### config.mk
export PLATFORM = sky130hd
export DESIGN_NAME = jtframe_ba_rom_mux_flat
export DESIGN_NICKNAME = d
export VERILOG_FILES = /design/src/rtl/jtframe_ba_rom_mux_if.sv /design/src/rtl/jtframe_ba_rom_mux.sv /design/src/flat_wrapper.sv
export SDC_FILE = /design/constraint.sdc
export NUM_CORES = 1
export LEC_CHECK = 0
export BUFFER_PORTS_ARGS = -buffer_cell sky130_fd_sc_hd__buf_4
export CAP_MARGIN = 20
export CORE_MARGIN = 8
export CORE_UTILIZATION = 56
export DETAILED_ROUTE_END_ITERATION = 6
export GPL_ROUTABILITY_DRIVEN = 0
export PLACE_DENSITY = 0.86
export SYNTH_ARGS = -nofsm -noshare
export SYNTH_HDL_FRONTEND = slang
export SYNTH_SLANG_ARGS = --single-unit
### constraint.sdc
create_clock -name clk -period 4.2 [get_ports clk]
set_clock_uncertainty 0.15 [all_clocks]
set_input_delay 0.21 -clock clk [delete_from_list [all_inputs] [get_ports clk]]
set_output_delay 0.21 -clock clk [all_outputs]
set_load 0.02 [all_outputs]
### src/rtl/jtframe_ba_rom_mux_if.sv
// jtframe_ba_rom_mux_if: read-only bank port between the ROM mux and jtframe_sdram64
interface jtframe_ba_rom_mux_if;
  logic [21:0] ba_addr;
  logic        ba_rd;
  logic        ba_ack;
  logic        ba_dst;
  logic        ba_dok;
  logic        ba_rdy;
  logic [15:0] data_read;
  modport master (output ba_addr, ba_rd, input ba_ack, ba_dst, ba_dok, ba_rdy, data_read);
  modport slave  (input ba_addr, ba_rd, output ba_ack, ba_dst, ba_dok, ba_rdy, data_read);
endinterface

### src/rtl/jtframe_ba_rom_mux.sv
// jtframe_ba_rom_mux: round-robin arbiter sharing one SDRAM bank among cached ROM read clients
module jtframe_ba_rom_mux #(
  parameter int CLIENTS = 4,
  parameter int AW = 22,
  parameter int DW = 16,
  parameter logic [AW-1:0] OFFSET = '0
)(
  input  logic                  clk,
  input  logic                  rst_n,
  input  logic [CLIENTS-1:0]    cl_req,
  input  logic [CLIENTS*AW-1:0] cl_addr,
  output logic [CLIENTS-1:0]    cl_ok,
  output logic [CLIENTS*DW-1:0] cl_dout,
  jtframe_ba_rom_mux_if.master  ba,
  output logic                  busy
);
  localparam int BURST = DW / 16;
  localparam int CW = $clog2(BURST + 1);
  localparam int GW = $clog2(CLIENTS);
  typedef enum logic [1:0] {IDLE, WAIT_ACK, WAIT_DATA} state_t;
  state_t state;
  logic [AW-1:0] lat_addr [CLIENTS];
  logic [DW-1:0] data [CLIENTS];
  logic [CLIENTS-1:0] valid, pending;
  logic [GW-1:0] ptr, gnt, sel, c;
  logic found;
  logic [CW-1:0] cnt;
  logic [AW-1:0] sel_addr;
  function automatic int rr(input logic [GW-1:0] p, input int k);
    int s;
    s = int'(p) + k;
    return s >= CLIENTS ? s - CLIENTS : s;
  endfunction
  for (genvar i = 0; i < CLIENTS; i++) begin : g_cl
    assign cl_ok[i] = cl_req[i] & valid[i] & (cl_addr[i*AW +: AW] == lat_addr[i]);
    assign cl_dout[i*DW +: DW] = data[i];
  end
  assign pending = cl_req & ~cl_ok;
  assign sel_addr = cl_addr[sel*AW +: AW];
  // first pending client at or after ptr, wrapping
  always_comb begin
    sel = ptr;
    found = 1'b0;
    c = '0;
    for (int k = 0; k < CLIENTS; k++) begin
      c = GW'(rr(ptr, k));
      if (!found && pending[c]) begin
        sel = c;
        found = 1'b1;
      end
    end
  end
  always_ff @(posedge clk or negedge rst_n) begin
    if (!rst_n) begin
      state <= IDLE;
      ba.ba_rd <= 1'b0;
      ba.ba_addr <= '0;
      busy <= 1'b0;
      ptr <= '0;
      gnt <= '0;
      cnt <= '0;
      valid <= '0;
      for (int i = 0; i < CLIENTS; i++) begin
        lat_addr[i] <= '0;
        data[i] <= '0;
      end
    end else begin
      case (state)
        IDLE: if (found) begin
          gnt <= sel;
          lat_addr[sel] <= sel_addr;
          valid[sel] <= 1'b0;
          ba.ba_addr <= 22'(sel_addr + OFFSET);
          ba.ba_rd <= 1'b1;
          busy <= 1'b1;
          state <= WAIT_ACK;
        end
        WAIT_ACK: if (ba.ba_ack) begin
          ba.ba_rd <= 1'b0;
          cnt <= '0;
          state <= WAIT_DATA;
        end
        WAIT_DATA: begin
          // words beyond the burst length are dropped; a short burst leaves old halves intact
          if (ba.ba_dok && int'(cnt) < BURST) begin
            for (int w = 0; w < BURST; w++)
              if (int'(cnt) == w) data[gnt][w*16 +: 16] <= ba.data_read;
            cnt <= cnt + 1'b1;
          end
          if (ba.ba_rdy) begin
            valid[gnt] <= 1'b1;
            ptr <= (gnt == GW'(CLIENTS - 1)) ? '0 : gnt + 1'b1;
            busy <= 1'b0;
            state <= IDLE;
          end
        end
        default: state <= IDLE;
      endcase
    end
  end
endmodule

### src/flat_wrapper.sv
// flat-port wrapper written by rule: the top's interface ports become plain ports
module jtframe_ba_rom_mux_flat 
#(
  parameter int CLIENTS = 4,
  parameter int AW = 22,
  parameter int DW = 16,
  parameter logic [AW-1:0] OFFSET = '0
)
  (clk, rst_n, cl_req, cl_addr, cl_ok, cl_dout, busy, ba_ba_addr, ba_ba_rd, ba_ba_ack, ba_ba_dst, ba_ba_dok, ba_ba_rdy, ba_data_read);
  jtframe_ba_rom_mux_if ba_i ();
  input  logic clk;
  input  logic rst_n;
  input  logic [CLIENTS-1:0] cl_req;
  input  logic [CLIENTS*AW-1:0] cl_addr;
  output logic [CLIENTS-1:0] cl_ok;
  output logic [CLIENTS*DW-1:0] cl_dout;
  output logic busy;
  output wire logic [$bits(ba_i.ba_addr)-1:0] ba_ba_addr;
  output wire logic [$bits(ba_i.ba_rd)-1:0] ba_ba_rd;
  input wire logic [$bits(ba_i.ba_ack)-1:0] ba_ba_ack;
  input wire logic [$bits(ba_i.ba_dst)-1:0] ba_ba_dst;
  input wire logic [$bits(ba_i.ba_dok)-1:0] ba_ba_dok;
  input wire logic [$bits(ba_i.ba_rdy)-1:0] ba_ba_rdy;
  input wire logic [$bits(ba_i.data_read)-1:0] ba_data_read;
  assign ba_ba_addr = ba_i.ba_addr;
  assign ba_ba_rd = ba_i.ba_rd;
  assign ba_i.ba_ack = ba_ba_ack;
  assign ba_i.ba_dst = ba_ba_dst;
  assign ba_i.ba_dok = ba_ba_dok;
  assign ba_i.ba_rdy = ba_ba_rdy;
  assign ba_i.data_read = ba_data_read;
  jtframe_ba_rom_mux #(.CLIENTS(CLIENTS), .AW(AW), .DW(DW), .OFFSET(OFFSET)) u_core (.clk(clk), .rst_n(rst_n), .cl_req(cl_req), .cl_addr(cl_addr), .cl_ok(cl_ok), .cl_dout(cl_dout), .ba(ba_i), .busy(busy));
endmodule
==> results of run 1 <==
[registers in the layout, indices dropped and copies added (netlist names)]
signal,count
u_core.ba.ba_addr,22
u_core.ba.ba_rd,1
u_core.busy,1
u_core.cl_dout,64
u_core.cnt,1
u_core.gnt,2
u_core.lat_addr,88
u_core.ptr,2
u_core.state,2
u_core.valid,4
[routing by layer]
layer  part of all wire  track usage
met1               0.37        0.362
met2               0.47        0.484
met3               0.12       0.0956
met4              0.041        0.131
met5                  0            0
[worst max-delay path by stage]
stage | from | endpoint | slack, ns | cells after the start
CTS | cl_addr[69] | u_core.ba.ba_addr[12] | 0.33 | 12
detailed placement | u_core.lat_addr[12] | u_core.ba.ba_addr[2] | 0.39 | 10
finish | cl_addr[78] | u_core.ba.ba_addr[4] | 0.15 | 10
floorplan | u_core.lat_addr[12] | u_core.lat_addr[24] | 0.83 | 9
global placement | u_core.lat_addr[5] | u_core.ba.ba_addr[16] | 0.47 | 10
global route | cl_addr[69] | u_core.ba.ba_addr[4] | 0.05 | 10
[cells in the mapped netlist (3+ instances only)]
cell type  count  share of area
buf_2          7         0.0035
nor2b_1       20          0.012
nor4_1        18          0.011
mux2_2       125           0.14
o21ai_0       49          0.024
a32oi_1       44          0.038
buf_4          7         0.0052
mux2_1         9          0.010
nor2_1         9         0.0033
ha_1           4         0.0049
clkbuf_1      44          0.016
o211ai_1      49          0.036
xor2_1        70          0.061
nand3_1       46          0.023
nand2_1       19         0.0070
xnor2_1       18          0.016
and2_1        44          0.027
nand4_1       12         0.0074
a21oi_1        8         0.0040
o21a_1         5         0.0037
mux2_4        19          0.028
a221o_1       22          0.022
dfrtp_1      187           0.46
inv_1          9         0.0033
a22oi_1        3         0.0022
[final cells by class]
class | instances | share of cell area
multi-input combinational | 626 | 0.387
sequential | 187 | 0.349
timing repair buffer | 311 | 0.193
clock buffer | 17 | 0.0317
tap | 229 | 0.0214
clock inverter | 15 | 0.0159
inverter | 9 | 0.00252
antenna | 1 | 0.000186
[critical path, cell delays in order]
cell	delay, ns
dlygate4sd3_1	0.55
buf_4	0.16
xor2_1	0.16
or4_1	0.58
or4_4	0.60
o21ai_2	0.39
a311oi_1	0.23
nor4_2	0.85
buf_4	0.36
a221o_1	0.20
[power groups by stage]
stage | sequential (mW) | clock [mW] | combinational [mW]
2_1_floorplan | 3.47 | 0 | 2.29
3_3_place_gp | 3.14 | 0 | 3.91
3_5_place_dp | 3.21 | 0 | 4.04
4_1_cts | 3.19 | 1.70 | 4.15
5_1_grt | 3.31 | 1.78 | 4.49
6_report | 3.25 | 1.69 | 4.25
[per-stage QoR]
step / utilization / power, mW / hold WS (ns)
after CTS: 0.752 / 9.04 / 0.160
after global routing: 0.752 / 9.58 / 0.200
after floorplan: - / 5.76 / -0.236
after detailed placement: 0.668 / 7.25 / 0.253
final: 0.752 / 9.19 / 0.178
after global placement: 0.666 / 7.05 / 0.251
[cell usage in the layout (no fill, tap or decap), types with 22 or more instances in the layout]
cell type	n
a221o_1	22
a32oi_1	44
and2_1	44
buf_4	222
dfrtp_1	187
dlygate4sd3_1	86
mux2_2	125
nand3_1	46
o211ai_1	49
o21ai_0	48
xor2_1	70
[repair_timing]
item,CTS,global route
hold endpoints to repair,240,0
gates resized for setup,0,0
hold buffers,86,0
[cell families after synthesis]
logic type	count (synthesis)
flip-flops	187
adder cells (fa/ha/maj)	4
XOR/XNOR	88
AO/OA/AOI/OAI	200
buffers and inverters	69
AND/OR/NAND/NOR	181
multiplexers	153
==> metrics.yaml, run 1 <==
floorplan:
  core_area_mm2: 0.0178
  die_y_um: 151
  initial_utilization: 0.568
  die_area_mm2: 0.0227
  rows: 49
  die_w_um: 151
  pin_count: 206
worst_hold_path:
  hold_start: "cl_addr[33]"
  hold_class: "input pin to flip-flop"
  min_path_cells: 4
  holdPathEnd: "u_core.lat_addr[55]"
detailed_routing:
  viasPerCell: 6.49
  via_count: 9047
  totalWireLength_um: 33800
  drt_iter0_drc: 904
  wire_per_inst_um: 24.2
  drtAntennaViolNets: 0
  first_pass_iters: 6
  drcViolationCount: 0
sta:
  max-slew-margin-rel: 0.268
  finalCriticalPeriod_ns: 4.05
  hold_viol_final: 0
  fmax_mhz: 247
  finalSetupTns_ns: 0
  tightestPinTransition_ns: 1.10
  finalCritPeriodShare: 0.965
  rsz0062_at_grt: "false"
  fin_ws_ns: 0.146
  finalMaxSlewViolations: 0
  setup_viol: 0
worst_setup_path:
  worst_setup_path_end_kind: "flip-flop"
  arrival_ns: 4.28
  timing.rr.end: "u_core.ba.ba_addr[4]"
  rr_worst_depth: 8
  required_ns: 4.43
  r2r-start: "u_core.lat_addr[12]"
  critPathLaunchType: "input pin"
  critPathMaxFanout: 14
  criticalPathCategory: "input pin to flip-flop"
  r2r_slack_ns: 0.18
power_and_ir_drop:
  power.switching_mw: 3.73
  p_seq_frac: 0.353
  sw_frac_of_total: 0.406
  combPwrFrac: 0.462
  p_int_mw: 5.46
  clkPwrFrac: 0.184
  ir_worst_vdd_mv: 0.540
  leakage_nw: 5.94
  p_per_area_mw_per_mm2: 685
job:
  max-cap-violations: 0
final_layout:
  multi_input_area_mm2: 0.00519
  register_area_mm2: 0.00468
  design_area_mm2: 0.0134
  num-nets-final: 1270
  fillers: 1119
  area_delta_synth_final_pct: 32.4
  final_cells: 1395
  drive_above_1_share: 0.355
synth:
  synth_top_family_by_area: "multiplexers"
  synth_ff_type: "dfrtp_1"
  synth_seq_cells: 187
  yosys-mux-area-fraction: 0.177
  avgSynthCellArea_um2: 11.5
  synth_area_mm2: 0.0101
  synth_edf_count: 0
  netlist_instances: 882
  synth_xor_area_frac: 0.0761
  syn-num-nets: 1000
  synthAdderAreaFrac: 0.00494
  ys_warn_count: 0
  synth-compound-area-share: 0.148
  synth_cell_type_count: 51
  synth-simple-area-share: 0.102
  ys_async_sr_fraction: 1.00
  yosysSeqAreaShare: 0.462
grt:
  grt_pass1_vias: 9499
  grt_pass1_wl_um: 52900
  antenna_found_initial: 1
  grt_overflow_total: 0
  grt_max_degree: 106
  grt_usage: 0.300
clock_tree:
  numCtsBuffers: 17
  clock_latency_ns: 0.44
  clock_sinks: 187
  path_clk_slew_ns: 0.08
  htreeDepth: 4
  cts_tree: "built"
  cts_setup_buffers: 0
  cts_root_buf: "clkbuf_16"
  cts_max_path_buffers: 2
placement:
  placed_cells: 1276
  dp_slack_ns: 0.387
  io_buffers: 204
  dpl_cell_area_mm2: 0.0119
  dpl.hpwl_um: 21900
outcome:
  status: "completed"
(Power assumes the default switching activity.)
==> run 2: changes to the inputs <==
- BUFFER_PORTS_ARGS: -buffer_cell sky130_fd_sc_hd__buf_4 -> default
- CORE_UTILIZATION: 56 -> 64
- CTS_CLUSTER_SIZE: default -> 24
- DONT_BUFFER_PORTS: default -> 1
- PLACE_DENSITY: 0.86 -> 0.85
==> run 2 against run 1 <==
Net effect:
- the flow now finishes with violations (hold timing)
- hold slack got worse by 0.87 ns
- fmax rose by 2.4%
- first-iteration DRC count grew 25%
- final cell count fell by 15%
- cell area fell by 11%
- register-to-register slack better by 0.06 ns
- die area down 11%
- count of clock-buffer cells in the layout stayed put
- routed wire length decreased by 7.1%
- non-clock buffer count decreased by 201
- largest cell class unchanged
==> metrics.yaml, run 2 (synthesis gave the netlist of run 1 again) <==
sta:
  tightestPinTransition_ns: 0.989  # was 1.10 ns
  rsz0062_at_grt: "false"  # unchanged
  finalCritPeriodShare: 0.943  # was 0.965
  fmax_mhz: 253  # was 247 MHz
  max-slew-margin-rel: 0.334  # was 0.268
  finalMaxSlewViolations: 0  # unchanged
  finalCriticalPeriod_ns: 3.96  # was 4.05 ns
  hold_viol_final: 187  # was 0
  fin_ws_ns: 0.241  # was 0.146 ns
  whs_ns: -0.690  # was 0.178 ns
  finalSetupTns_ns: 0  # unchanged
  setup_viol: 0  # unchanged
worst_setup_path:
  criticalPathCategory: "flip-flop to flip-flop"  # was input pin to flip-flop
  required_ns: 4.38  # was 4.43 ns
  arrival_ns: 4.14  # was 4.28 ns
  critPathMaxFanout: 24  # was 14
  critPathLaunchType: "flip-flop"  # was input pin
  worst_setup_path_end_kind: "flip-flop"  # unchanged
final_layout:
  num-nets-final: 1069  # was 1270
  final_cell_mix: "dfrtp_1, mux2_2, dlygate4sd3_1, xor2_1, o211ai_1"  # was buf_4, dfrtp_1, mux2_2, dlygate4sd3_1, xor2_1
  final_common_cell: "dfrtp_1"  # was buf_4
  top_register: "u_core.lat_addr"  # unchanged
  fillers: 968  # was 1119
  drive_above_1_share: 0.217  # was 0.355
  final_cells: 1180  # was 1395
  utilization: 0.759  # was 0.752
  area_delta_synth_final_pct: 17.2  # was 32.4%
  num_antenna_cells: 0  # was 1
  largest_register_ffs: 88  # unchanged
outcome:
  status: "finished, violations left"  # was completed
  violations: "hold timing"
detailed_routing:
  via_count: 8072  # was 9047
  drtAntennaViolNets: 0  # unchanged
  first_pass_iters: 7  # was 6
  drcViolationCount: 0  # unchanged
  wire_per_inst_um: 26.6  # was 24.2 µm
  drt_iter0_drc: 1131  # was 904
  totalWireLength_um: 31400  # was 33800 µm
  viasPerCell: 6.84  # was 6.49
floorplan:
  pin_count: 206  # unchanged
  rows: 46  # was 49
  die_w_um: 142  # was 151 µm
  core_area_mm2: 0.0157  # was 0.0178 mm²
  initial_utilization: 0.647  # was 0.568
  die_y_um: 142  # was 151 µm
  die_area_mm2: 0.0201  # was 0.0227 mm²
grt:
  grt_pass1_vias: 8125  # was 9499
  grt_pass1_wl_um: 47700  # was 52900 µm
  grt_usage: 0.309  # was 0.300
  antenna_found_initial: 0  # was 1
  grt_overflow_total: 0  # unchanged
  grt_max_degree: 188  # was 106
job:
  max-cap-violations: 0  # unchanged
power_and_ir_drop:
  leakage_nw: 4.94  # was 5.94 nW
  power_mw: 8.44  # was 9.19 mW
  p_per_area_mw_per_mm2: 710  # was 685 mW/mm²
  ir_worst_vdd_mv: 0.456  # was 0.540 mV
placement:
  placed_cells: 1059  # was 1276
  dpl.hpwl_um: 19900  # was 21900 µm
  dp_slack_ns: 0.298  # was 0.387 ns
  io_buffers: 0  # was 204
clock_tree:
  clock_sinks: 187  # unchanged
  cts_tree: "built"  # unchanged
  clock_latency_ns: 0.44  # about the same
  cts_max_path_buffers: 2  # unchanged
  cts_root_buf: "clkbuf_16"  # unchanged
  path_clk_slew_ns: 0.08  # about the same
  numCtsBuffers: 17  # unchanged
  cts_resized: 0  # unchanged
  htreeDepth: 4  # unchanged
worst_hold_path:
  hold_class: "input pin to asynchronous set/reset pin"  # was input pin to flip-flop
==> run 2: metrics by stage <==
step                cell area [µm²]  hold WS [ns]
global route                  11900        -0.713
CTS                           11900        -0.699
floorplan                     10100        -0.236
detailed placement            10300        -0.228
global placement              10300        -0.226
finish                        11900        -0.690
==> run 2: per-layer routing <==
metal  routed length [µm]  up-vias  track usage
li1                     -     3441            -
met1                11000     3939        0.373
met2                14400      574        0.467
met3                 4520      118        0.135
met4                 1410        0        0.148
met5                    0        -            0
==> run 2: critical path: stages, from the launching register on <==
cell and delay [ns]:
dfrtp_1 0.40, xor2_1 0.18, nor4_1 0.53, nand4_1 0.34, o21a_1 0.36, buf_4 0.24
o41a_1 0.64, o31a_4 0.23, nand3_2 0.07, buf_4 0.30, mux2_2 0.39
==> run 2: where the power goes <==
group          internal, mW  total, mW  switching [mW]
clock                 0.841       1.72           0.875
combinational          1.54       3.01            1.47
sequential             2.62       3.71            1.10
==> run 2: final timing paths <==
kind | from | end | slack (ns) | cells after the start
worst max-delay path | u_core.lat_addr[57] | u_core.lat_addr[12] | 0.24 | 10
worst min-delay path | rst_n | u_core.cl_dout[4] | -0.69 | 0
worst max register to register | u_core.lat_addr[57] | u_core.lat_addr[12] | 0.24 | 10
worst min register to register | u_core.valid[3] | u_core.valid[3] | 0.33 | 1
max in group asynchronous | rst_n | u_core.lat_addr[87] | 4.26 | 0
min in group clk | cl_addr[19] | u_core.lat_addr[63] | 0.01 | 3
==> run 2: area by class of cell <==
class	instances	area, µm²	area share
well taps	216	270	0.0228
clock buffers	17	425	0.0358
repair buffers	110	1060	0.0889
inverters	9	33.8	0.00284
multi-input cells	626	5190	0.437
clock inverters	15	220	0.0185
flip-flops and latches	187	4680	0.394
==> run 2: timing repair <==
item | CTS | global route
hold buffers | 87 | 2
hold endpoints to repair | 364 | 189
buffers inserted | 0 | 0
==> run 3: changes to the inputs <==
- CELL_PAD_IN_SITES_DETAIL_PLACEMENT: default -> 2
- CELL_PAD_IN_SITES_GLOBAL_PLACEMENT: default -> 2
- CORE_UTILIZATION: 64 -> 38
- PLACE_DENSITY: 0.85 -> 0.82
- clock period: 4.2 -> 3.5 ns (I/O delays scaled with it)
==> run 3 against run 2 <==
Net effect:
- the run ends with hold timing, setup timing left
- hold slack got worse by 0.052 ns
- total power rose by 31%
- clock power rose by 26%
- cell area rose by 6.3%
- critical path depth did not move
- sequential cell count did not move
- combinational power rose by 45%
- utilization fell by 28 points
- final cell count rose by 14%
- fmax rose by 8.6%
- count of clock-buffer cells in the layout did not move
- routed wire length rose by 39%
- critical path type unchanged
- critical endpoint is now u_core.lat_addr[28]
- highest routed layer is now met5
==> metrics.yaml, run 3 (synthesis gave the netlist of run 1 again) <==
outcome:
  status: "finished, violations left"  # unchanged
  violations: "hold timing, setup timing"  # was hold timing
worst_setup_path:
  timing.rr.end: "u_core.lat_addr[28]"  # was u_core.lat_addr[12]
  required_ns: 3.69  # was 4.38 ns
  rr_worst_depth: 10  # unchanged
  r2r-start: "u_core.lat_addr[5]"  # was u_core.lat_addr[57]
  crit_path_end: "u_core.lat_addr[28]"  # was u_core.lat_addr[12]
  criticalPathCategory: "flip-flop to flip-flop"  # unchanged
  critPathLaunch: "u_core.lat_addr[5]"  # was u_core.lat_addr[57]
  arrival_ns: 3.84  # was 4.14 ns
  critPathLaunchType: "flip-flop"  # unchanged
  critPathMaxFanout: 8  # was 24
  worst_setup_path_end_kind: "flip-flop"  # unchanged
  r2r_slack_ns: -0.15  # was 0.24 ns
floorplan:
  die_w_um: 179  # was 142 µm
  die_area_mm2: 0.0321  # was 0.0201 mm²
  core_area_mm2: 0.0261  # was 0.0157 mm²
  initial_utilization: 0.388  # was 0.647
  pin_count: 206  # unchanged
  rows: 59  # was 46
  die_y_um: 179  # was 142 µm
clock_tree:
  cts_tree: "built"  # unchanged
  numCtsBuffers: 17  # unchanged
  clock_latency_ns: 0.45  # was 0.44 ns
  cts_root_buf: "clkbuf_16"  # unchanged
  path_clk_slew_ns: 0.09  # was 0.08 ns
  clock_sinks: 187  # unchanged
  cts_max_path_buffers: 2  # unchanged
  cts_hold_buf: 86  # was 87
  htreeDepth: 4  # unchanged
sta:
  tightestPinTransition_ns: 0.808  # was 0.989 ns
  rsz0062_at_grt: "true"  # was false
  finalSetupTns_ns: -5.90  # was 0 ns
  finalCritPeriodShare: 1.04  # was 0.943
  setup_viol: 71  # was 0
  whs_ns: -0.742  # was -0.690 ns
  fmax_mhz: 274  # was 253 MHz
  finalCriticalPeriod_ns: 3.65  # was 3.96 ns
  hold_viol_final: 187  # unchanged
  max-slew-margin-rel: 0.454  # was 0.334
  fin_ws_ns: -0.145  # was 0.241 ns
  finalMaxSlewViolations: 0  # unchanged
power_and_ir_drop:
  combPwrFrac: 0.394  # was 0.356
  leakage_nw: 5.24  # was 4.94 nW
  power_mw: 11.1  # was 8.44 mW
  clkPwrFrac: 0.196  # was 0.204
  ir_worst_vdd_mv: 0.380  # was 0.456 mV
  p_int_mw: 6.31  # was 5.00 mW
  p_per_area_mw_per_mm2: 877  # was 710 mW/mm²
  sw_frac_of_total: 0.429  # was 0.408
  power.switching_mw: 4.75  # was 3.44 mW
  p_seq_frac: 0.410  # was 0.440
final_layout:
  utilization: 0.483  # was 0.759
  largest_register_ffs: 88  # unchanged
  design_area_mm2: 0.0126  # was 0.0119 mm²
  final_cells: 1343  # was 1180
  drive_above_1_share: 0.265  # was 0.217
  top_register: "u_core.lat_addr"  # unchanged
  area_delta_synth_final_pct: 24.5  # was 17.2%
  num-nets-final: 1111  # was 1069
  final_cell_mix: "dfrtp_1, mux2_2, dlygate4sd3_1, xor2_1, o211ai_1"  # unchanged
  final_common_cell: "dfrtp_1"  # unchanged
job:
  max-cap-violations: 0  # unchanged
detailed_routing:
  viasPerCell: 6.20  # was 6.84
  wire_per_inst_um: 32.4  # was 26.6 µm
  drcViolationCount: 0  # unchanged
  totalWireLength_um: 43500  # was 31400 µm
  drt_iter0_drc: 546  # was 1131
  via_count: 8325  # was 8072
  first_pass_iters: 5  # was 7
  drtAntennaViolNets: 0  # unchanged
grt:
  grt_pass1_wl_um: 60900  # was 47700 µm
  grt_usage: 0.254  # was 0.309
  grt_pass1_vias: 9365  # was 8125
  grt_max_degree: 188  # unchanged
  grt_overflow_total: 0  # unchanged
  antenna_found_initial: 3  # was 0
placement:
  placed_cells: 1202  # was 1059
  io_buffers: 0  # unchanged
  dpl_cell_area_mm2: 0.0107  # was 0.0103 mm²
  dp_slack_ns: -0.133  # was 0.298 ns
  dpl.hpwl_um: 25700  # was 19900 µm
worst_hold_path:
  hold_class: "input pin to asynchronous set/reset pin"  # unchanged
[run 3: cell types whose count changed in the layout (fill, tap and decap cells not counted), sizes merged]
cell / previous run / this run
buf: 21 / 63
clkbuf: 17 / 20
dlygate4sd3: 89 / 86
diode: 0 / 2
clkinvlp: 1 / 0
inv: 18 / 19
[run 3: power by group through the flow]
stage	clock network, mW	logic (mW)	registers, mW
after floorplan	0	2.75	4.16
after CTS	2.16	3.97	4.48
after detailed placement	0	3.72	4.49
after global placement	0	3.51	4.42
final	2.17	4.36	4.53
after global routing	2.27	4.62	4.63
[run 3: routing by layer]
layer / vias to the layer above / wire (µm) / share of wire / GRT usage
met2: 323 / 21700 / 0.50 / 0.430
met1: 4381 / 16800 / 0.39 / 0.297
met4: 2 / 1430 / 0.033 / 0.0968
li1: 3538 / - / - / -
met3: 81 / 3570 / 0.082 / 0.0828
met5: - / 10 / 0.00023 / 0
[run 3: final cells by class]
cell class,count,area (µm²)
Multi-Input combinational cell,626,5290
Antenna cell,2,5.00
Inverter,9,33.8
Fill cell,2570,13500
Tap cell,335,419
Clock inverter,15,220
Sequential cell,187,4680
Clock buffer,17,425
Timing Repair Buffer,152,1540
[run 3: critical path, stage by stage (launching register included)]
cell and delay [ns]:
dfrtp_1 0.42, xnor2_2 0.22, or4b_1 0.46, or4_4 0.60, o21ai_4 0.32, a311oi_4 0.17, o31a_4 0.42, a21boi_4 0.17
buf_12 0.16, buf_16 0.14, mux2_4 0.31
[run 3: worst min-delay path by stage]
stage	cells past startpoint	end	startpoint
after floorplan	0	u_core.ba.ba_addr[0]	rst_n
after global routing	0	u_core.lat_addr[75]	rst_n
after CTS	0	u_core.lat_addr[77]	rst_n
final	0	u_core.lat_addr[77]	rst_n
after global placement	0	u_core.lat_addr[75]	rst_n
after detailed placement	0	u_core.lat_addr[75]	rst_n
[run 3: repair_timing]
action                                  4_1_cts  5_1_grt
endpoints found under the setup margin       83       88
resized for setup                            11       50
pin swaps                                     6       36
hold endpoints to repair                    364      187
setup buffers                                 4       14
cloned                                        1        5
